[config.mk]
export PLATFORM = sky130hd
export DESIGN_NAME = rep_sequencer_wb
export DESIGN_NICKNAME = d
export VERILOG_FILES = /design/src/rtl/rep_wb_pkg.sv /design/src/rtl/rep_term_detect.sv /design/src/rtl/rep_sequencer_wb.sv
export SDC_FILE = /design/constraint.sdc
export NUM_CORES = 1
export LEC_CHECK = 0
export BUFFER_PORTS_ARGS = -buffer_cell sky130_fd_sc_hd__buf_2
export CORE_AREA = 2 2 78 80
export DETAILED_ROUTE_END_ITERATION = 8
export DIE_AREA = 0 0 80 82
export PLACE_DENSITY = 0.83
export SYNTH_ARGS = -nofsm -noshare
export SYNTH_HDL_FRONTEND = slang
export SYNTH_SLANG_ARGS = --single-unit
[constraint.sdc]
create_clock -name CLK -period 4.7 [get_ports CLK]
set_clock_uncertainty 0.15 [all_clocks]
set_input_delay 0 -clock CLK [delete_from_list [all_inputs] [get_ports CLK]]
set_output_delay 0 -clock CLK [all_outputs]
set_load 0.05 [all_outputs]
[src/rtl/rep_wb_pkg.sv]
// Shared types for the writeback REP/REPE/REPNE sequencer and its term detector.
// Latency: n/a (types and constants only).
// Backpressure: n/a.
// Contents: FSM state encoding, repeat-mode codes, registered pulse bundle, default ZF position.
package rep_wb_pkg;

  typedef enum logic [1:0] {
    ST_IDLE = 2'b00,
    ST_ITER = 2'b01,
    ST_DONE = 2'b10
  } rep_state_t;

  typedef enum logic [1:0] {
    MODE_NONE  = 2'b00,
    MODE_REP   = 2'b01,
    MODE_REPE  = 2'b10,
    MODE_REPNE = 2'b11
  } rep_mode_t;

  // One-cycle front-end / count-writeback pulses, registered as a group.
  typedef struct packed {
    logic ld_count;
    logic restart;
    logic terminate;
    logic skip;
  } rep_pulse_t;

  localparam int ZF_BIT_DEF = 6;

endpackage

[src/rtl/rep_term_detect.sv]
// Decides whether a repeated string instruction stops after the current iteration.
// Latency: combinational, zero cycles.
// Backpressure: none; pure function of its inputs.
// Ports: cnt_next (count after decrement), mode (latched repeat mode), zf (flag after uop), term (stop).
module rep_term_detect
  import rep_wb_pkg::*;
#(
  parameter int CNT_W = 32
) (
  input  logic [CNT_W-1:0] cnt_next,
  input  logic [1:0]       mode,
  input  logic             zf,
  output logic             term
);

  always_comb begin
    term = (cnt_next == '0)
         | ((mode == MODE_REPE)  & ~zf)
         | ((mode == MODE_REPNE) &  zf);
  end

endmodule

[src/rtl/rep_sequencer_wb.sv]
// Writeback sequencer for REP/REPE/REPNE: holds the iteration count and issues redirect pulses.
// Latency: every pulse output is registered, one cycle after its qualifying WB event, one cycle wide.
// Backpressure: WB_STALL freezes ITER/IDLE state and count; WB_FLUSH aborts to IDLE keeping the count.
// Ports: CLK/CLR (sync active-high), WB_V/WB_STALL/WB_FLUSH, rep_mode/rep_start/iter_done/count_in/current_flags in;
//        rep_active, count_out, ld_count, rep_restart, rep_terminate, rep_skip out.
module rep_sequencer_wb
  import rep_wb_pkg::*;
#(
  parameter int CNT_W  = 32,
  parameter int ZF_BIT = ZF_BIT_DEF,
  parameter int FLAG_W = 32
) (
  input  logic              CLK,
  input  logic              CLR,
  input  logic              WB_V,
  input  logic              WB_STALL,
  input  logic              WB_FLUSH,
  input  logic [1:0]        rep_mode,
  input  logic              rep_start,
  input  logic              iter_done,
  input  logic [CNT_W-1:0]  count_in,
  input  logic [FLAG_W-1:0] current_flags,
  output logic              rep_active,
  output logic [CNT_W-1:0]  count_out,
  output logic              ld_count,
  output logic              rep_restart,
  output logic              rep_terminate,
  output logic              rep_skip
);

  rep_state_t       state_q, state_d;
  rep_mode_t        mode_q, mode_d;
  logic [CNT_W-1:0] cnt_q, cnt_d, cnt_dec;
  rep_pulse_t       pulse_q, pulse_d;
  logic             ev_start, ev_iter, zf, term;
  logic             unused_flags;

  assign zf           = current_flags[ZF_BIT];
  assign unused_flags = ^current_flags;

  assign ev_start = WB_V & rep_start & ~WB_STALL & (rep_mode != MODE_NONE);
  assign ev_iter  = WB_V & iter_done & ~WB_STALL & (state_q == ST_ITER);

  // cnt_q is never zero while in ITER, so the decrement cannot wrap.
  assign cnt_dec = cnt_q - {{(CNT_W-1){1'b0}}, 1'b1};

  rep_term_detect #(.CNT_W(CNT_W)) u_term (
    .cnt_next (cnt_dec),
    .mode     (mode_q),
    .zf       (zf),
    .term     (term)
  );

  // State register.
  always_ff @(posedge CLK) begin
    if (CLR) begin
      state_q <= ST_IDLE;
      cnt_q   <= '0;
      mode_q  <= MODE_NONE;
      pulse_q <= '0;
    end else begin
      state_q <= state_d;
      cnt_q   <= cnt_d;
      mode_q  <= mode_d;
      pulse_q <= pulse_d;
    end
  end

  // Next-state logic. Pulses default to zero so each lasts exactly one cycle.
  always_comb begin
    state_d = state_q;
    cnt_d   = cnt_q;
    mode_d  = mode_q;
    pulse_d = '0;
    if (WB_FLUSH) begin
      // Abort without touching the count: nothing architectural was written.
      state_d = ST_IDLE;
    end else begin
      case (state_q)
        ST_IDLE: begin
          if (ev_start) begin
            if (count_in == '0) begin
              pulse_d.skip      = 1'b1;
              pulse_d.terminate = 1'b1;
            end else begin
              cnt_d   = count_in;
              mode_d  = rep_mode_t'(rep_mode);
              state_d = ST_ITER;
            end
          end
        end
        ST_ITER: begin
          // A rep_start here is a protocol error and is deliberately ignored.
          if (ev_iter) begin
            cnt_d            = cnt_dec;
            pulse_d.ld_count = 1'b1;
            if (term) begin
              pulse_d.terminate = 1'b1;
              state_d           = ST_DONE;
            end else begin
              pulse_d.restart = 1'b1;
            end
          end
        end
        // DONE only stretches rep_active across the terminate pulse.
        ST_DONE: state_d = ST_IDLE;
        default: state_d = ST_IDLE;
      endcase
    end
  end

  // Outputs.
  always_comb begin
    rep_active    = (state_q == ST_ITER) | (state_q == ST_DONE);
    count_out     = cnt_q;
    ld_count      = pulse_q.ld_count;
    rep_restart   = pulse_q.restart;
    rep_terminate = pulse_q.terminate;
    rep_skip      = pulse_q.skip;
  end

endmodule

==> results of run 1 <==
==> layer usage <==
metal / vias to the layer above / GRT usage
met2: 216 / 0.482
li1: 1645 / -
met1: 1642 / 0.369
met3: 24 / 0.0538
met5: - / 0
met4: 0 / 0.0932
==> state kept, by name, summed over array words and instances (netlist names) <==
register and cells:
rep_terminate 1, count_out 32, rep_restart 1, ld_count 1, state_q 2, rep_skip 1, mode_q 2
==> layout make-up <==
class	count	share of cell area
clock buffers	6	0.0216
clock inverters	2	0.0102
inverters	11	0.0108
multi-input cells	304	0.520
flip-flops and latches	40	0.210
well taps	75	0.0246
repair buffers	117	0.203
==> critical path: stages, from the launching register on <==
cell and delay [ps]:
dfxtp_1 400, inv_1 160, ha_1 300, nor3b_4 400, nand4_1 360, o21ai_0 260, nand4_1 110, or4_1 600
o31ai_2 310, mux2i_1 200
==> metrics by stage <==
stage	area (µm²)	utilization	cells	power, W
floorplan	2980	-	381	0.000601
global route	3820	0.664	555	0.00105
finish	3820	0.664	555	0.00101
CTS	3820	0.664	555	0.00100
detailed placement	3340	0.581	511	0.000677
global placement	3340	0.581	511	0.000671
==> cell usage in the layout (no fill, tap or decap), types with 3 or more instances in the layout <==
cell and count:
buf_2 78, a21oi_1 24, inv_1 11, nor2_1 28, nor4_2 3, dfxtp_1 40
a31oi_1 3, a22oi_1 19, or3_2 3, nor2b_1 4, nor4_1 26, nand3_1 5
o211ai_1 3, o41ai_1 8, xor2_1 3, dlygate4sd3_1 36, clkbuf_8 6, xnor2_1 5
mux2i_1 7, and2_1 12, o31ai_1 3, or2_2 4, buf_4 3, nand2_1 40
nor3_1 8, nor4b_1 6, or4_1 4, o2111ai_1 3, o21ai_0 21, ha_1 4
or3_1 7, nand3b_1 5, a211oi_1 3, nand4_1 6
==> cells by family (layout without fill, tap and decap cells) <==
kind of cell | Yosys count | in the layout | share of synthesized area
DFF | 40 | 40 | 0.269
and+or+nand+nor | 176 | 176 | 0.353
buffers and inverters | 37 | 136 | 0.0631
muxes | 8 | 8 | 0.0273
xor gates and xnor gates | 8 | 8 | 0.0236
AOI/OAI and AO/OA | 108 | 108 | 0.247
adders and majority gates | 4 | 4 | 0.0168
==> where the power goes <==
group / total (W) / switching (W) / internal [W] / leakage [nW]
Sequential: 0.000370 / 0.0000218 / 0.000348 / 0.324
Combinational: 0.000334 / 0.000200 / 0.000134 / 1.15
Clock: 0.000302 / 0.000129 / 0.000174 / 0.0614
Total: 0.00101 / 0.000351 / 0.000656 / 1.54
==> worst max path at each step <==
stage | startpoint | cells past startpoint | to
after global routing | count_out[1] | 9 | state_q[0]
after global placement | count_out[1] | 9 | state_q[0]
after CTS | count_out[0] | 9 | state_q[0]
after floorplan | count_out[1] | 9 | state_q[0]
after detailed placement | count_out[0] | 9 | state_q[0]
final | count_out[1] | 9 | state_q[0]
==> key figures, run 1 <==
Floorplan
  – Effective utilization at floorplan: 0.518
  – Die Span X: 80 µm
  – IO Pins: 110
  – Die ar.: 6560 µm²
  – Num rows: 28
  – Vert. Die Dim: 82 µm
  – Core Region: 5750 µm²

Yosys
  – Top FF cell, synth: dfxtp_1
  – Post-Syn Instances: 381
  – Async S/R FF share, synth: 0
  – Yosys top cell area share: 0.269
  – EDFF count, synth: 0
  – Yosys cell types: 67
  – Synth Register Bits: 40
  – Synth Cell Area: 2980 µm²
  – Commonest cells post-synth: dfxtp_1, nand2_1, nor2_1
  – Syn_nets: 458
  – Seq/Total Area, Yosys: 0.269
  – Warnings from Yosys: 0
  – Leading area contributor after synthesis: dfxtp_1
  – Top post-synthesis cells by area: dfxtp_1, nor4_1, nand2_1
  – Mapped Avg Cell Area: 7.81 µm²

Timing
  – Slew margin rel.: 0.356
  – PnR worst setup slack: 1390 ps
  – Max frequency: 302 MHz
  – WHS: 21.2 ps
  – Crit share post-route: 0.705
  – Least-Margin Pin Slew: 963 ps
  – Final Critical Period: 3310 ps
  – RSZ-0062 raised after global routing: no
  – Setup TNS: 0 ps
  – Setup violators final: 0
  – Max-slew violations: 0
  – Final Hold Violating Endpoints: 0

Critical path
  – Critical Path AT: 3400 ps
  – R2R Path Start: count_out[1]
  – Reg2Reg Depth: 9
  – Crit path kind: register to register
  – Flop-to-flop setup slack: 1390 ps
  – RR Endpoint: state_q[0]
  – Critical Path RT: 4790 ps
  – CP Launch Type: register
  – Setup crit end kind: register
  – CP Max Fanout: 8

Final layout
  – Share of post-route cells with drive strength above 1: 0.238
  – Layout net count: 556
  – Layout area overhead: 28.3%
  – Antenna diodes: 0
  – Multi-input logic area: 1990 µm²
  – Register Area: 801 µm²
  – Fill count: 474

Hold path
  – Hold Path Class: primary input to register
  – Hold path cells: 4
  – WHS Endpoint: rep_terminate
  – Hold Path Origin: rep_start

Placement
  – Port Buf Inserts: 78
  – HPWL after DPL: 6120 µm
  – Place WS: 1460 ps
  – Global placer's final weighted congestion: 0.928

Route
  – Met3 Routed Length: 854 µm
  – Pre-antenna DRT Iters: 6
  – Routed WL: 9320 µm
  – Top routing layer used: met4
  – Metal2 WL: 4500 µm
  – Detailed router's first-iteration violation count: 460
  – Routed wire per std cell: 16.8 µm
  – Routed via count: 3,527
  – M1 WL: 3830 µm
  – Detail Route Antenna Nets: 0
  – Remaining DRCs: 0
  – Vias/cell: 6.35

GRT
  – Total track usage: 0.286
  – Vias in the first global route: 3,194
  – Largest net degree at the start of global routing: 49
  – First-pass GRT wire length: 15,000 µm
  – Initial antenna violation count: 0
  – GR Overflow Total: 0

Clock network
  – Number of buffers created by CTS: 5
  – Clock-pin slew on the worst setup and hold paths: 80 ps
  – CTS tree: built
  – Worst skew pair latency: 300 ps
  – CTS Root Cell: clkbuf_8
  – Clock sinks: 40
  – Post_cts resized: 0
  – Bufs on Longest Clock Path: 2
  – Post-CTS Setup Inserts: 0
  – H-tree depth: 2
  – Post-CTS Hold Buffers: 36

Power and ir drop
  – Power Density: 264 nW/µm²
  – Static Leakage: 1.54 nW
  – Peak VDD IR: 0.203 mV

Outcome
  – Status: complete, no violations

Job
  – Max-cap viol count: 0
(Power assumes the default switching activity.)
==> run 2, diff against run 1 <==
--- a/config.mk
+++ b/config.mk
@@ -6,10 +6,10 @@
 export NUM_CORES = 1
 export LEC_CHECK = 0
 export BUFFER_PORTS_ARGS = -buffer_cell sky130_fd_sc_hd__buf_2
-export CORE_AREA = 2 2 78 80
+export CORE_AREA = 2 2 81 83
 export DETAILED_ROUTE_END_ITERATION = 8
-export DIE_AREA = 0 0 80 82
-export PLACE_DENSITY = 0.83
+export DIE_AREA = 0 0 83 85
+export PLACE_DENSITY = 0.77
 export SYNTH_ARGS = -nofsm -noshare
 export SYNTH_HDL_FRONTEND = slang
 export SYNTH_SLANG_ARGS = --single-unit
==> constraint.sdc (replaced) <==
create_clock -name CLK -period 3.3 [get_ports CLK]
set_clock_uncertainty 0.15 [all_clocks]
set_input_delay 0 -clock CLK [delete_from_list [all_inputs] [get_ports CLK]]
set_output_delay 0 -clock CLK [all_outputs]
set_load 0.05 [all_outputs]
==> run 2 against run 1 <==
Sequential power increased by 42%. Critical path depth unchanged. Wire length increased by 1.3%. Cell area increased by 1.7%. First-iteration DRC count decreased by 35%. Clock-buffer cell count increased by 1. Core utilization decreased by 3.8 points. Register-to-register slack got worse by 1300 ps. Critical path type unchanged. Largest cell class unchanged.
==> key figures, run 2 (synthesized netlist as in run 1, its figures left out) <==
Floorplan
  – Die ar.: 7060 µm²
  – Num rows: 29
  – Vert. Die Dim: 85 µm
  – Die Span X: 83 µm
  – Core Region: 6200 µm²
  – IO Pins: 110
  – Effective utilization at floorplan: 0.480

Power and ir drop
  – Power, Total: 0.00146 W
  – Static Leakage: 1.57 nW
  – Power Density: 377 nW/µm²
  – Peak VDD IR: 0.202 mV

Final layout
  – Layout net count: 561
  – Most common cell after layout, fill and taps aside: buf_2
  – Largest register FFs: 32
  – Fin area: 3880 µm²
  – Final non-filler cell total: 562
  – Layout area overhead: 30.5%
  – Fill count: 535
  – Antenna diodes: 0
  – Share of post-route cells with drive strength above 1: 0.249
  – Util after Layout: 0.626
  – Most frequent cells in the layout: buf_2, nand2_1, dfxtp_1, dlygate4sd3_1, nor2_1

Clock network
  – CTS Root Cell: clkbuf_8
  – Clock sinks: 40
  – Bufs on Longest Clock Path: 2
  – Number of buffers created by CTS: 5
  – CTS tree: built
  – Clock-pin slew on the worst setup and hold paths: 80 ps
  – Worst skew pair latency: 310 ps
  – H-tree depth: 2

Placement
  – Global placer's final weighted congestion: 0.902
  – Place WS: 159 ps
  – Area after DPL: 3370 µm²
  – Inst Count DP: 516
  – Port Buf Inserts: 78
  – HPWL after DPL: 6300 µm

Critical path
  – Family with the most delay on the worst path: simple AND/OR/NAND/NOR gates
  – WP buf/inv: 1
  – Critical Path RT: 3380 ps
  – Slowest CP cell: or4_1
  – CP Launch Type: register
  – Setup crit end kind: register
  – Crit path kind: register to register
  – Critical path cell sequence: inv_1 -> ha_2 -> nor3b_4 -> nand4_1 -> o21ai_0 -> nand4_1 -> or4_1 -> o31ai_2 -> mux2i_1
  – CP Max Fanout: 7
  – Most used cell, CP: nand4_1
  – Reg2Reg Depth: 9
  – Flop-to-flop setup slack: 130 ps
  – R2R Path Start: count_out[1]
  – RR Endpoint: state_q[0]
  – Critical Path AT: 3260 ps
  – Critical Path Max Stage Delay: 610 ps

Route
  – Vias/cell: 6.14
  – Met3 Routed Length: 686 µm
  – Detailed router's first-iteration violation count: 298
  – Pre-antenna DRT Iters: 5
  – Routed wire per std cell: 16.8 µm
  – M1 WL: 4110 µm
  – Detail Route Antenna Nets: 0
  – Metal2 WL: 4480 µm
  – Remaining DRCs: 0
  – Routed via count: 3,450
  – Routed WL: 9430 µm
  – Top routing layer used: met4

GRT
  – GR Overflow Total: 0
  – Total track usage: 0.270
  – Vias in the first global route: 3,273
  – Largest net degree at the start of global routing: 49
  – First-pass GRT wire length: 15,800 µm
  – Initial antenna violation count: 0

Hold path
  – WHS Endpoint: rep_terminate
  – Hold path cells: 4
  – Hold Path Class: primary input to register
  – Hold Path Origin: rep_start

Timing
  – Final Hold Violating Endpoints: 0
  – Max-slew violations: 0
  – Final Critical Period: 3170 ps
  – Crit share post-route: 0.962
  – PnR worst setup slack: 127 ps
  – Setup violators final: 0
  – Least-Margin Pin Slew: 954 ps
  – Slew margin rel.: 0.361
  – Max frequency: 315 MHz

Job
  – Max-cap viol count: 0

Outcome
  – Status: complete, no violations
run 2: cell types whose count changed in the layout (fill, tap and decap cells not counted), sizes merged:
cell and change:
clkbuf +1, buf +5, clkinv -1
run 2: tightest hold or removal path, stage by stage:
cell       delay (ps)
buf_2             100
o2111ai_1         110
nor4b_1            70
o21bai_1          140
run 2: how the worst max path moves through the flow:
stage / from / to / slack [ps] / cells after the start
4_1_cts: count_out[1] / state_q[0] / 130 / 9
2_1_floorplan: count_out[1] / state_q[0] / 270 / 9
6_report: count_out[1] / state_q[0] / 130 / 9
3_5_place_dp: count_out[1] / state_q[0] / 160 / 9
3_3_place_gp: count_out[1] / state_q[0] / 260 / 9
5_1_grt: count_out[1] / state_q[0] / -4 / 9
run 2: layout make-up:
| cell class | instances | area [µm²] | share of cell area |
|---|---|---|---|
| inverter | 11 | 41.3 | 0.0106 |
| clock buffer | 7 | 96.3 | 0.0248 |
| multi-input combinational | 304 | 2000 | 0.514 |
| timing repair buffer | 122 | 823 | 0.212 |
| tap | 77 | 96.3 | 0.0248 |
| clock inverter | 1 | 30.0 | 0.00773 |
| sequential | 40 | 801 | 0.206 |
run 2: layer usage:
| layer | up-vias | track usage |
|---|---|---|
| met4 | 0 | 0.0954 |
| met2 | 179 | 0.442 |
| met1 | 1600 | 0.360 |
| met3 | 18 | 0.0467 |
| li1 | 1653 | - |
| met5 | - | 0 |
run 2: stage by stage:
step                      TNS, ps  hold slack, ps
after floorplan                 0           -64.3
after global placement          0            85.1
after detailed placement        0            82.4
after CTS                       0            12.8
after global routing        -4.34            57.2
final                           0            15.3
run 2: timing repair:
item / CTS / global route
hold buffers: 36 / 0
setup buffers: 0 / 2
setup endpoints to repair: 0 / 3
endpoints found under the hold margin: 39 / 0
resized for setup: 0 / 2
run 2: where the power goes:
part	switching [W]	internal, W	leakage [nW]	total (W)
Combinational	0.000283	0.000200	1.18	0.000482
Clock	0.000188	0.000267	0.0645	0.000455
Sequential	0.0000294	0.000496	0.324	0.000526
Total	0.000500	0.000963	1.57	0.00146
==> run 3, diff against run 2 <==
--- a/config.mk
+++ b/config.mk
@@ -6,10 +6,10 @@
 export NUM_CORES = 1
 export LEC_CHECK = 0
 export BUFFER_PORTS_ARGS = -buffer_cell sky130_fd_sc_hd__buf_2
-export CORE_AREA = 2 2 81 83
+export CORE_AREA = 2 2 96 98
 export DETAILED_ROUTE_END_ITERATION = 8
-export DIE_AREA = 0 0 83 85
-export PLACE_DENSITY = 0.77
+export DIE_AREA = 0 0 98 100
+export PLACE_DENSITY = 0.58
 export SYNTH_ARGS = -nofsm -noshare
 export SYNTH_HDL_FRONTEND = slang
 export SYNTH_SLANG_ARGS = --single-unit
==> run 3 against run 2 <==
Global-route usage down 6.9 points. Critical path depth unchanged. Die area grew 39%. Sequential power barely moved. Sequential share of layout area fell by 0.34 points. Flip-flop and latch count unchanged. Largest cell class unchanged. Cell area grew 1.7%. Combinational power about the same. Register-to-register slack improved by 120 ps. Clock power grew 25%. Power grew 7.9%. Wire length up 4.5%.
==> key figures, run 3 (synthesized netlist as in run 1, its figures left out) <==
Outcome
  – Status: complete, no violations

Timing
  – RSZ-0062 raised after global routing: no
  – Setup violators final: 0
  – PnR worst setup slack: 246 ps
  – Least-Margin Pin Slew: 1070 ps
  – Setup TNS: 0 ps
  – Crit share post-route: 0.925
  – Final Critical Period: 3050 ps
  – Max frequency: 327 MHz
  – Slew margin rel.: 0.281
  – Max-slew violations: 0
  – Final Hold Violating Endpoints: 0

Clock network
  – CTS tree: built
  – Bufs on Longest Clock Path: 2
  – Worst skew pair latency: 300 ps
  – Clock sinks: 40
  – CTS Root Cell: clkbuf_8
  – Number of buffers created by CTS: 5
  – Clock-pin slew on the worst setup and hold paths: 80 ps
  – H-tree depth: 2

GRT
  – First-pass GRT wire length: 16,200 µm
  – Total track usage: 0.201
  – Vias in the first global route: 3,194
  – Largest net degree at the start of global routing: 49
  – GR Overflow Total: 0
  – Initial antenna violation count: 0

Floorplan
  – Vert. Die Dim: 100 µm
  – IO Pins: 110
  – Effective utilization at floorplan: 0.335
  – Core Region: 8890 µm²
  – Die Span X: 98 µm
  – Num rows: 35
  – Die ar.: 9800 µm²

Final layout
  – Most frequent cells in the layout: buf_2, nand2_1, dfxtp_1, dlygate4sd3_1, nor2_1
  – Largest register FFs: 32
  – Layout area overhead: 32.7%
  – Most common cell after layout, fill and taps aside: buf_2
  – Fill count: 897
  – Multi-input logic area: 1990 µm²
  – Share of post-route cells with drive strength above 1: 0.246
  – Register Area: 801 µm²
  – Layout net count: 560
  – Antenna diodes: 0

Route
  – Detail Route Antenna Nets: 0
  – Routed via count: 3,411
  – Vias/cell: 5.73
  – Detailed router's first-iteration violation count: 243
  – Routed WL: 9860 µm
  – Remaining DRCs: 0
  – Routed wire per std cell: 16.6 µm
  – Pre-antenna DRT Iters: 7

Hold path
  – Hold Path Class: primary input to register

Placement
  – HPWL after DPL: 7020 µm
  – Port Buf Inserts: 78
  – Global placer's final weighted congestion: 0.901
  – Place WS: 281 ps

Critical path
  – Crit path kind: register to register
  – Setup crit end kind: register
  – CP Launch Type: register
  – Critical path cell sequence: inv_1 -> ha_1 -> nor3b_4 -> nand4_1 -> o21ai_0 -> nand4_1 -> or4_1 -> o31ai_2 -> mux2i_1
  – Critical Path Max Stage Delay: 620 ps
  – CP Max Fanout: 7
  – Slowest CP cell: or4_1
  – Critical Path AT: 3140 ps
  – Most used cell, CP: nand4_1
  – Critical Path RT: 3390 ps

Power and ir drop
  – Power Density: 400 nW/µm²
  – Static Leakage: 1.58 nW
  – Peak VDD IR: 0.195 mV

Job
  – Max-cap viol count: 0
## run 3: final timing paths
check	start	end	slack (ps)	cells after the start
max	count_out[1]	state_q[0]	250	9
min	rep_start	rep_terminate	20	4
max reg2reg	count_out[1]	state_q[0]	250	9
min reg2reg	state_q[0]	state_q[0]	340	2
## run 3: report_power, final
part           leakage, nW  internal (W)  switching [W]  total, W
logic                 1.18      0.000198       0.000285  0.000483
registers            0.324      0.000496      0.0000306  0.000527
clock network       0.0784      0.000379       0.000191  0.000569
## run 3: per-stage QoR
| step | instance area [µm²] | hold slack (ps) | instances | utilization | total power [W] |
|---|---|---|---|---|---|
| floorplan | 2980 | -64.3 | 381 | - | 0.000857 |
| global placement | 3420 | 94.3 | 551 | 0.385 | 0.000978 |
| detailed placement | 3420 | 95.2 | 551 | 0.385 | 0.000983 |
| CTS | 3940 | 26.8 | 595 | 0.443 | 0.00159 |
| global route | 3950 | 41.6 | 595 | 0.444 | 0.00166 |
| finish | 3950 | 20.3 | 595 | 0.444 | 0.00158 |
## run 3: worst max-delay path, delay by kind of cell (launching register included)
family / cells / cell delay [ps]
mux: 1 / 200
fa+ha+maj: 1 / 290
compound gates: 2 / 570
buf+inv: 1 / 130
simple gates: 4 / 1270
flops: 1 / 390
## run 3: layer usage
layer,global-route usage,part of all wire,routed length (µm)
met3,0.0292,0.060,587
met2,0.331,0.46,4540
met4,0.0502,0.017,171
met5,0,0,0
met1,0.279,0.46,4560
## run 3: timing repair
item,4_1_cts,5_1_grt
endpoints found under the hold margin,39,0
endpoints found under the setup margin,0,2
hold buffers,36,0
setup buffers,0,0
gates resized for setup,0,1
## run 3: area by class of cell
cell class	instances	share of cell area
flip-flops and latches	40	0.203
clock inverters	3	0.0228
multi-input cells	304	0.505
well taps	111	0.0352
inverters	11	0.0105
clock buffers	5	0.0174
repair buffers	121	0.207
